## config.mk

```make
export PLATFORM = sky130hd
export DESIGN_NAME = dmem_arbiter
export DESIGN_NICKNAME = d
export VERILOG_FILES = /design/src/rtl/dmem_arbiter.sv
export SDC_FILE = /design/constraint.sdc
export NUM_CORES = 1
export LEC_CHECK = 0
export ABC_AREA = 0
export BUFFER_PORTS_ARGS = -buffer_cell sky130_fd_sc_hd__buf_2
export CAP_MARGIN = 20
export CORE_AREA = 2 2 117 119
export CTS_CLUSTER_SIZE = 20
export DETAILED_ROUTE_END_ITERATION = 6
export DIE_AREA = 0 0 119 121
export PLACE_DENSITY = 0.58
export SYNTH_ARGS = -nofsm -noshare
export SYNTH_HDL_FRONTEND = slang
export SYNTH_SLANG_ARGS = --single-unit
```

## constraint.sdc

```tcl
create_clock -name clk -period 2.62 [get_ports clk]
set_input_delay 0.262 -clock clk [delete_from_list [all_inputs] [get_ports clk]]
set_output_delay 0.262 -clock clk [all_outputs]
set_load 0.01 [all_outputs]
```

## src/rtl/dmem_arbiter.sv

```systemverilog
// dmem_arbiter: shares the single-port data memory between the MEM stage and a DMA/debug port.
module dmem_arbiter #(
  parameter int AW = 32,
  parameter int DW = 32,
  parameter int MAX_WAIT = 8,
  parameter int MAX_BURST = 4
) (
  input  logic          clk,
  input  logic          rst,
  input  logic          cpu_req,
  input  logic          cpu_we,
  input  logic [AW-1:0] cpu_addr,
  input  logic [DW-1:0] cpu_wdata,
  input  logic [1:0]    cpu_strobe,
  output logic [DW-1:0] cpu_rdata,
  output logic          cpu_stall,
  input  logic          dma_req,
  input  logic          dma_lock,
  input  logic          dma_we,
  input  logic [AW-1:0] dma_addr,
  input  logic [DW-1:0] dma_wdata,
  input  logic [1:0]    dma_strobe,
  output logic          dma_gnt,
  output logic          dma_rvalid,
  output logic [DW-1:0] dma_rdata,
  output logic [AW-1:0] mem_addr,
  output logic [DW-1:0] mem_wdata,
  output logic [1:0]    mem_strobe,
  output logic          mem_we,
  input  logic [DW-1:0] mem_rdata
);
  localparam int WW = $clog2(MAX_WAIT + 1);
  localparam int BW = $clog2(MAX_BURST + 1);
  typedef enum logic {S_CPU, S_DMA} state_t;
  state_t state_q, state_d;
  logic [WW-1:0] wait_cnt_q, wait_cnt_d;
  logic [BW-1:0] burst_cnt_q, burst_cnt_d;
  logic dma_rvalid_q, dma_rvalid_d;
  logic [DW-1:0] dma_rdata_q, dma_rdata_d;
  logic own_dma;
  always_comb begin
    own_dma = dma_req & ((state_q == S_DMA) | !cpu_req | (wait_cnt_q == WW'(MAX_WAIT)));
    dma_gnt = own_dma;
    cpu_stall = cpu_req & own_dma;
    cpu_rdata = mem_rdata;
    mem_addr = own_dma ? dma_addr : cpu_addr;
    mem_wdata = own_dma ? dma_wdata : cpu_wdata;
    mem_strobe = own_dma ? dma_strobe : cpu_strobe;
    mem_we = own_dma ? dma_we : (cpu_req & cpu_we);
    dma_rvalid = dma_rvalid_q;
    dma_rdata = dma_rdata_q;
    dma_rvalid_d = own_dma & !dma_we;
    dma_rdata_d = dma_rvalid_d ? mem_rdata : dma_rdata_q;
    wait_cnt_d = (dma_req & !own_dma) ?
                 ((wait_cnt_q == WW'(MAX_WAIT)) ? wait_cnt_q : wait_cnt_q + 1'b1) : '0;
    state_d = state_q;
    burst_cnt_d = burst_cnt_q;
    if (state_q == S_CPU) begin
      if (own_dma & dma_lock & (MAX_BURST > 1)) begin
        state_d = S_DMA;
        burst_cnt_d = BW'(1);
      end
    end else if (!dma_req | !dma_lock | (burst_cnt_q + 1'b1 == BW'(MAX_BURST))) begin
      // the beat that reaches MAX_BURST is still granted; the lock drops after it
      state_d = S_CPU;
      burst_cnt_d = '0;
    end else begin
      burst_cnt_d = burst_cnt_q + 1'b1;
    end
  end
  always_ff @(posedge clk or negedge rst) begin
    if (!rst) begin
      state_q <= S_CPU;
      wait_cnt_q <= '0;
      burst_cnt_q <= '0;
      dma_rvalid_q <= 1'b0;
      dma_rdata_q <= '0;
    end else begin
      state_q <= state_d;
      wait_cnt_q <= wait_cnt_d;
      burst_cnt_q <= burst_cnt_d;
      dma_rvalid_q <= dma_rvalid_d;
      dma_rdata_q <= dma_rdata_d;
    end
  end
endmodule

```

==> results.yml, run 1 <==
pwr:
  p_leak_nw: 2.480
  ir_drop_v: 0.0002804
  p_per_area_nw_per_um2: 477.3
grt:
  grt_pass1_wl_mm: 14.37
  gr-total-overflow: 0
  grt_max_degree: 42
  antenna_found_initial: 0
  grt_use_total_pct: 12.65
  grt_pass1_vias: 2697
finish:
  num-fill-cells: 1333
  n_antenna_cell: 0
  nets: 675
  area_growth_syn_to_layout_pct: 56.93
  postLayoutCellArea_um2: 4504
  drive_gt1_share_pct: 84.57
die:
  dieHeight_um: 121
  row_count: 42
  ios: 305
  die_width_um: 119
  core_um2: 13090
  die-area_um2: 14400
  start_util_pct: 21.94
clock_network:
  cts_buffers: 5
  cts_root_buffer: "clkbuf_16"
  clockBufferDepth: 2
  clk_pin_slew_ns: 0.06
  cts.sinks: 41
  clk_latency_ns: 0.27
  cts_resized: 0
  tritoncts: "yes"
  ctsHtreeMaxLevel: 2
  post_cts_buffers: 0
  holdBufCountCts: 0
sta:
  max_slew_margin_pct: 40.05
  hold_viol: 0
  setup_viol: 0
  fin_crit_sh_pct: 95.23
  tns_ns: 0
  drv_slew: 0
  worst_slew_pin_slew_ns: 0.8992
  fin_skew_ns: 0.004372
  period_minus_slack_ns: 2.495
  max_freq_mhz: 400.8
  rsz0062_at_grt: "no"
place:
  hpwlAfterDp_mm: 8.601
  io_buffers: 304
  routabilityCongestion: 0.7720
  place_area_um2: 4374
worst_setup_path:
  critPathKind: "reg -> out"
  cp_cell_sequence: "inv_1 > ha_1 > and3b_1 > o21ai_4 > buf_12 > mux2_2 > buf_2"
  start_kind: "flop"
  slowest_stage: "dfrtp_1"
  endpoint_kind: "output port"
  arrival_ns: 2.23
  required_ns: 2.36
  crit_fanout: 30
  slowest_delay_ns: 0.38
routing:
  detail_route.wirelength_mm: 10.00
  ant_nets: 0
  drt-pass1-iter-count: 4
  vias_per_cell: 4.019
  drt-initial-drc-count: 65
  vias: 2713
  wire_per_inst_um: 14.82
  drc: 0
logic_synthesis:
  synth_edf_count: 0
  synthCells: 222
  synth.avg_cell_area_um2: 12.93
  synth_most_common_cell: "mux2_2"
  async_reset_ff_share_pct: 100.0
  synth_area_leaders: "dfrtp_1 36%, mux2_2 27%, mux2_4 15%, buf_4 8.4%, ha_1 1.7%"
  synth_top_area_cell: "dfrtp_1"
  synthesis.nets: 397
  yosysUniqueCellTypes: 34
  yosysSeqAreaShare_pct: 35.75
  synthTopCellsByCount: "69 x mux2_2, 41 x dfrtp_1, 32 x buf_4"
  ys_seq_elements: 41
  yosysWarnings: 0
  synth-main-ff-cell: "dfrtp_1"
  yosysTopAreaCellShare_pct: 35.75
  synthesis.area_um2: 2870
min_path:
  hold_class: "in -> async"
outcome:
  outcome: "finished clean"
run:
  max_cap_viol_count: 0
-- layer usage --
layer / wire, um / up-vias / GRT usage [%]
li1: - / 1310 / -
met1: 3630 / 1262 / 14.09
met2: 5608 / 139 / 25.00
met3: 733 / 2 / 2.491
met4: 30 / 0 / 2.009
met5: 0 / - / 0
-- cells in the final DEF (no fill, tap or decap) --
| master | count |
|---|---|
| mux2_2 | 69 |
| buf_12 | 2 |
| o31ai_1 | 1 |
| and3_1 | 1 |
| and2_1 | 2 |
| inv_1 | 2 |
| nand4b_1 | 1 |
| a311oi_1 | 1 |
| o211ai_1 | 1 |
| nand4_1 | 1 |
| nand3_1 | 2 |
| o21ai_0 | 1 |
| nor2_1 | 4 |
| a21oi_1 | 2 |
| o21ai_1 | 1 |
| a21o_1 | 1 |
| nor2b_2 | 1 |
| clkbuf_16 | 5 |
| buf_4 | 7 |
| buf_2 | 304 |
| a21oi_4 | 1 |
| xnor2_1 | 1 |
| ha_1 | 4 |
| nand2b_1 | 3 |
| inv_2 | 1 |
| nand2_1 | 2 |
| clkinv_2 | 1 |
| o21ai_4 | 1 |
| xor2_1 | 2 |
| o22ai_1 | 1 |
| mux2_4 | 29 |
| nand2b_4 | 1 |
| dfrtp_1 | 41 |
| nand3b_1 | 1 |
| and3b_1 | 1 |
-- state kept, by name, summed over array words and instances (netlist names) --
| name | flops |
|---|---|
| dma_rdata | 32 |
| wait_cnt_q | 4 |
| dma_rvalid | 1 |
| burst_cnt_q | 3 |
| state_q | 1 |
-- report_power, final --
group	total (mW)	internal [mW]	switching, mW
Sequential	0.796	0.741	0.0554
Combinational	0.800	0.437	0.363
Clock	0.554	0.340	0.214
-- worst paths after layout --
check	from	end	slack (ns)	cells past startpoint
max in group asynchronous	rst	burst_cnt_q[0]$_DFFE_PN0P_	1.94	1
min in group clk	mem_rdata[21]	dma_rdata[21]$_DFFE_PN0P_	0.23	2
max	wait_cnt_q[0]$_DFFE_PN0P_	mem_addr[5]	0.12	7
min reg2reg	wait_cnt_q[0]$_DFFE_PN0P_	wait_cnt_q[0]$_DFFE_PN0P_	0.49	1
max reg2reg	wait_cnt_q[0]$_DFFE_PN0P_	dma_rdata[22]$_DFFE_PN0P_	0.75	6
min	rst	dma_rdata[15]$_DFFE_PN0P_	0.12	1
-- critical path, delay by kind of cell, from the launching register on --
| kind | cells | cell delay [ns] |
|---|---|---|
| AOI/OAI and AO/OA | 1 | 0.32 |
| adders and majority gates | 1 | 0.20 |
| buffers and inverters | 3 | 0.44 |
| DFF | 1 | 0.38 |
| muxes | 1 | 0.37 |
| and+or+nand+nor | 1 | 0.24 |
-- cells by family after synthesis --
group	Yosys count	synth area share, %
compound gates	11	2.616
xor+xnor	3	0.9156
fa+ha+maj	4	1.744
buf+inv	45	12.42
flops	41	35.75
mux	98	42.24
simple gates	20	4.316
-- layout make-up --
type	instances	area, um^2	area share [%]
Sequential cell	41	1026	22.78
Inverter	3	11.26	0.2500
Multi-Input combinational cell	136	1503	33.36
Tap cell	176	220.2	4.889
Clock inverter	1	5.005	0.1111
Timing Repair Buffer	313	1614	35.83
Clock buffer	5	125.1	2.778
-- metrics by stage --
step	std cells	hold slack, ns	worst slack, ns	util, %	power [mW]
3_5_place_dp	669	0.4395	0.4038	33.43	1.616
5_1_grt	675	0.2068	0.01362	34.42	2.281
4_1_cts	675	0.1436	0.1005	34.42	2.198
6_report	675	0.1214	0.1249	34.42	2.150
3_3_place_gp	669	0.4352	0.4649	33.43	1.607
2_1_floorplan	222	-0.03359	0.7394	-	1.239
Power figures use the tool's default switching activity.
==> run 2: changes to the inputs <==
--- a/config.mk
+++ b/config.mk
@@ -6,7 +6,7 @@
 export NUM_CORES = 1
 export LEC_CHECK = 0
 export ABC_AREA = 0
-export BUFFER_PORTS_ARGS = -buffer_cell sky130_fd_sc_hd__buf_2
+export BUFFER_PORTS_ARGS = -buffer_cell sky130_fd_sc_hd__buf_4
 export CAP_MARGIN = 20
 export CORE_AREA = 2 2 117 119
 export CTS_CLUSTER_SIZE = 20
==> results.yml, run 2 (same netlist as run 1, synthesis figures left out) <==
min_path:
  holdPathStages: 2
  hp-start: "mem_rdata[23]"
  holdPathEnd: "dma_rdata[23]$_DFFE_PN0P_"
  hold_class: "in -> reg"
routing:
  detail_route.wirelength_mm: 11.23
  drt-pass1-iter-count: 4
  drc: 0
  wire_per_inst_um: 16.54
  vias_per_cell: 4.081
  ant_nets: 0
  vias: 2771
  drt-initial-drc-count: 43
finish:
  area_growth_syn_to_layout_pct: 85.92
  nets: 677
  multiInputGateArea_um2: 1503
  layout_common_cells: "309 x buf_4, 69 x mux2_2, 41 x dfrtp_1"
  final_util_pct: 40.78
  drive_gt1_share_pct: 84.49
  num-fill-cells: 1270
  n_antenna_cell: 0
  final_common_cell: "buf_4"
  largest_reg_flops: 32
  postLayoutCellArea_um2: 5336
  final-seq-area_um2: 1026
  fin_cells: 679
worst_setup_path:
  critPathKind: "reg -> out"
  required_ns: 2.36
  crit_fanout: 17
  r2r_setup_slack_ns: 0.73
  worstRegToRegCells: 6
  path_delay_family: "buffers and inverters"
  arrival_ns: 2.19
  slowest_stage: "dfrtp_1"
  timing.rr.end: "dma_rdata[24]$_DFFE_PN0P_"
  cp_cell_sequence: "inv_1 > ha_1 > and3b_1 > o21ai_4 > buf_12 > buf_12 > mux2_2 > buf_4"
  start_kind: "flop"
  slowest_delay_ns: 0.38
  r2r-start: "wait_cnt_q[0]$_DFFE_PN0P_"
  path_buf_inv: 4
  cp_common_cell: "buf_12"
  endpoint_kind: "output port"
pwr:
  ir_drop_v: 0.0003406
  power.total_mw: 2.419
  p_per_area_nw_per_um2: 453.3
  p_leak_nw: 2.770
clock_network:
  clk_latency_ns: 0.28
  cts_resized: 0
  cts_root_buffer: "clkbuf_16"
  ctsHtreeMaxLevel: 2
  tritoncts: "yes"
  clockBufferDepth: 2
  cts.sinks: 41
  cts_buffers: 5
  clk_pin_slew_ns: 0.06
die:
  row_count: 42
  start_util_pct: 21.94
  dieHeight_um: 121
  core_um2: 13090
  die-area_um2: 14400
  die_width_um: 119
  ios: 305
sta:
  period_minus_slack_ns: 2.450
  fin_skew_ns: 0.002968
  max_freq_mhz: 408.2
  tns_ns: 0
  hold_viol: 0
  max_slew_margin_pct: 64.83
  rsz0062_at_grt: "no"
  worst_slew_pin_slew_ns: 0.5276
  setup_slack_ns: 0.1701
  fin_crit_sh_pct: 93.51
  hold_ws_ns: 0.2176
  setup_viol: 0
  drv_slew: 0
place:
  dp_cells: 669
  routabilityCongestion: 0.8332
  hpwlAfterDp_mm: 9.600
  place_area_um2: 5160
  place_ws_ns: 0.3475
  io_buffers: 304
grt:
  grt_max_degree: 42
  grt_use_total_pct: 14.59
  antenna_found_initial: 0
  grt_pass1_wl_mm: 16.32
  grt_pass1_vias: 2883
  gr-total-overflow: 0
run:
  max_cap_viol_count: 0
outcome:
  outcome: "finished clean"
run 2: power by group:
group	leakage, nW	total, mW	switching, mW	internal, mW
registers	0.499	0.800	0.0601	0.740
logic	2.20	1.01	0.380	0.629
clock network	0.0702	0.611	0.256	0.354
run 2: per-layer routing:
| metal | GRT usage, % | routed length [um] |
|---|---|---|
| met1 | 14.56 | 3732 |
| met2 | 28.77 | 6381 |
| met3 | 4.793 | 933 |
| met4 | 3.795 | 187 |
| met5 | 0 | 0 |
run 2: layout make-up:
class | count | share of cell area [%]
repair buffers | 315 | 45.53
multi-input cells | 136 | 28.16
flip-flops and latches | 41 | 19.23
well taps | 176 | 4.127
clock buffers | 5 | 2.345
clock inverters | 3 | 0.3986
inverters | 3 | 0.2110
run 2: worst max-delay path by stage:
| stage | from | endpoint | slack (ns) | depth (start not counted) |
|---|---|---|---|---|
| 3_5_place_dp | wait_cnt_q[0]$_DFFE_PN0P_ | mem_wdata[2] | 0.35 | 7 |
| 6_report | wait_cnt_q[0]$_DFFE_PN0P_ | mem_wdata[2] | 0.17 | 8 |
| 3_3_place_gp | wait_cnt_q[0]$_DFFE_PN0P_ | mem_addr[9] | 0.38 | 7 |
| 5_1_grt | wait_cnt_q[0]$_DFFE_PN0P_ | mem_wdata[2] | 0.05 | 8 |
| 2_1_floorplan | wait_cnt_q[0]$_DFFE_PN0P_ | mem_wdata[10] | 0.74 | 7 |
| 4_1_cts | wait_cnt_q[0]$_DFFE_PN0P_ | mem_wdata[2] | 0.03 | 7 |
run 2: timing repair:
action,CTS,global route
endpoints found under the setup margin,0,59
hold endpoints to repair,41,0
hold buffers,1,0
buffers inserted,0,1
==> run 3: changes to the inputs <==
--- a/config.mk
+++ b/config.mk
@@ -5,7 +5,7 @@
 export SDC_FILE = /design/constraint.sdc
 export NUM_CORES = 1
 export LEC_CHECK = 0
-export ABC_AREA = 0
+export ABC_AREA = 1
 export BUFFER_PORTS_ARGS = -buffer_cell sky130_fd_sc_hd__buf_4
 export CAP_MARGIN = 20
 export CORE_AREA = 2 2 117 119
==> results.yml, run 3 <==
logic_synthesis:
  synth_edf_count: 0
  yosysWarnings: 0
  async_reset_ff_share_pct: 100.0
  yosysSeqAreaShare_pct: 35.38
  synthTopCellsByCount: "276 x nand2_1, 41 x dfrtp_1, 39 x buf_4"
  synthCells: 449
  synth-main-ff-cell: "dfrtp_1"
  synthesis.area_um2: 2900
  ys_seq_elements: 41
  synth_area_leaders: "nand2_1 36%, dfrtp_1 35%, buf_4 10%, nand4_1 7.1%, buf_2 1.9%"
  synthesis.nets: 624
  synth_top_area_cell: "nand2_1"
  yosysTopAreaCellShare_pct: 35.72
  synth.avg_cell_area_um2: 6.459
  yosysUniqueCellTypes: 18
  synth_most_common_cell: "nand2_1"
pwr:
  ir_drop_v: 0.0002949
  internal_power_mw: 1.688
  p_leak_nw: 3.130
  power.total_mw: 2.449
  p_comb_share_pct: 40.2
  seqPwrFrac_pct: 32.3
  p_sw_share_pct: 31.06
  power_switching_mw: 0.7607
  p_per_area_nw_per_um2: 468.9
  power.share.clock_pct: 27.5
finish:
  n_antenna_cell: 0
  nets: 883
  layout_common_cells: "310 x buf_4, 276 x nand2_1, 41 x dfrtp_1"
  fin_cells: 884
  largest_reg_flops: 32
  final_common_cell: "buf_4"
  area_growth_syn_to_layout_pct: 80.07
  drive_gt1_share_pct: 45.62
  final_util_pct: 39.91
clock_network:
  clk_latency_ns: 0.28
  clockBufferDepth: 2
  post_cts_buffers: 0
  cts.sinks: 41
  cts_buffers: 5
  cts_root_buffer: "clkbuf_16"
  ctsHtreeMaxLevel: 2
  clk_pin_slew_ns: 0.06
  cts_resized: 0
  tritoncts: "yes"
die:
  core_um2: 13090
  die_width_um: 119
  die-area_um2: 14400
  row_count: 42
  start_util_pct: 22.16
  ios: 305
  dieHeight_um: 121
outcome:
  outcome: "finished clean"
worst_setup_path:
  start_kind: "flop"
  worstRegToRegCells: 9
  arrival_ns: 2.14
  required_ns: 2.36
  critPathKind: "reg -> out"
  endpoint_kind: "output port"
  crit_fanout: 68
place:
  io_buffers: 304
  routabilityCongestion: 0.8819
  hpwlAfterDp_mm: 10.25
  dp_cells: 876
routing:
  ant_nets: 0
  vias: 3737
  vias_per_cell: 4.227
  detail_route.wirelength_mm: 12.78
  drt-pass1-iter-count: 6
  drt-initial-drc-count: 220
  drc: 0
  wire_per_inst_um: 14.46
sta:
  fin_skew_ns: 0.004316
  max_slew_margin_pct: 56.27
  tns_ns: 0
  drv_slew: 0
  max_freq_mhz: 417.1
  hold_viol: 0
  fin_crit_sh_pct: 91.50
  worst_slew_pin_slew_ns: 0.6559
  rsz0062_at_grt: "no"
  setup_viol: 0
  period_minus_slack_ns: 2.397
min_path:
  hold_class: "in -> reg"
  holdPathStages: 3
grt:
  grt_use_total_pct: 16.87
  grt_pass1_vias: 3633
  grt_pass1_wl_mm: 19.45
  grt_max_degree: 69
  antenna_found_initial: 0
  gr-total-overflow: 0
run:
  max_cap_viol_count: 0
## run 3: kinds of logic (layout without fill, tap and decap cells)
kind of cell               after synthesis  after routing  share of synthesized area, %
buffers and inverters                   73            332                         16.00
AOI/OAI and AO/OA                        1              1                        0.1724
and+or+nand+nor                        328            328                         46.12
adders and majority gates                4              4                         1.726
DFF                                     41             41                         35.38
xor gates and xnor gates                 2              2                        0.6041
## run 3: worst paths after layout
check / start / to / slack [ns]
setup / recovery: wait_cnt_q[0]$_DFFE_PN0P_ / mem_wdata[9] / 0.22
hold / removal: mem_rdata[9] / dma_rdata[9]$_DFFE_PN0P_ / 0.25
max in group asynchronous: rst / dma_rdata[17]$_DFFE_PN0P_ / 1.74
hold reg to reg: dma_rdata[16]$_DFFE_PN0P_ / dma_rdata[16]$_DFFE_PN0P_ / 0.47
setup reg to reg: wait_cnt_q[0]$_DFFE_PN0P_ / dma_rdata[21]$_DFFE_PN0P_ / 0.86
min in group asynchronous: rst / dma_rdata[8]$_DFFE_PN0P_ / 0.50
## run 3: cell type report
cell class	instances	area (um^2)
Fill cell	1346	7863
Timing Repair Buffer	312	2357
Multi-Input combinational cell	335	1410
Sequential cell	41	1026
Tap cell	176	220.2
Clock buffer	5	125.1
Inverter	13	48.80
Clock inverter	2	35.03
## run 3: repair_timing
action	4_1_cts	5_1_grt
hold buffers	1	0
endpoints found under the hold margin	41	0
setup endpoints to repair	0	0
## run 3: routing by layer
metal	part of all wire, %	vias up	track usage (%)
met1	40	1655	20.49
met5	0	-	0
met3	8.9	19	4.276
li1	-	1878	-
met4	2.7	0	5.580
met2	48	185	29.13
## run 3: power by group through the flow
| stage | combinational (mW) | clock (mW) | sequential [mW] |
|---|---|---|---|
| 3_5_place_dp | 0.996 | 0 | 0.799 |
| 6_report | 0.983 | 0.674 | 0.791 |
| 5_1_grt | 1.07 | 0.728 | 0.805 |
| 4_1_cts | 0.999 | 0.703 | 0.792 |
| 2_1_floorplan | 0.372 | 0 | 0.837 |
| 3_3_place_gp | 0.984 | 0 | 0.800 |
## run 3: metrics by stage
stage / hold slack, ns / worst slack, ns / cell area, um^2
floorplan: -0.03359 / 1.073 / 2900
global placement: 0.2821 / 0.5091 / 5052
detailed placement: 0.2898 / 0.4847 / 5052
CTS: 0.2400 / 0.1762 / 5223
global route: 0.2537 / 0.02516 / 5223
finish: 0.2473 / 0.2227 / 5223
## run 3: worst max-delay path, cell delays in order (launching register included)
cell	delay (ns)
dfrtp_1	0.39
inv_1	0.06
ha_1	0.19
nand3_1	0.11
nand2_2	0.07
nand2_2	0.07
buf_4	0.53
nand2_1	0.20
nand2_1	0.12
buf_4	0.12
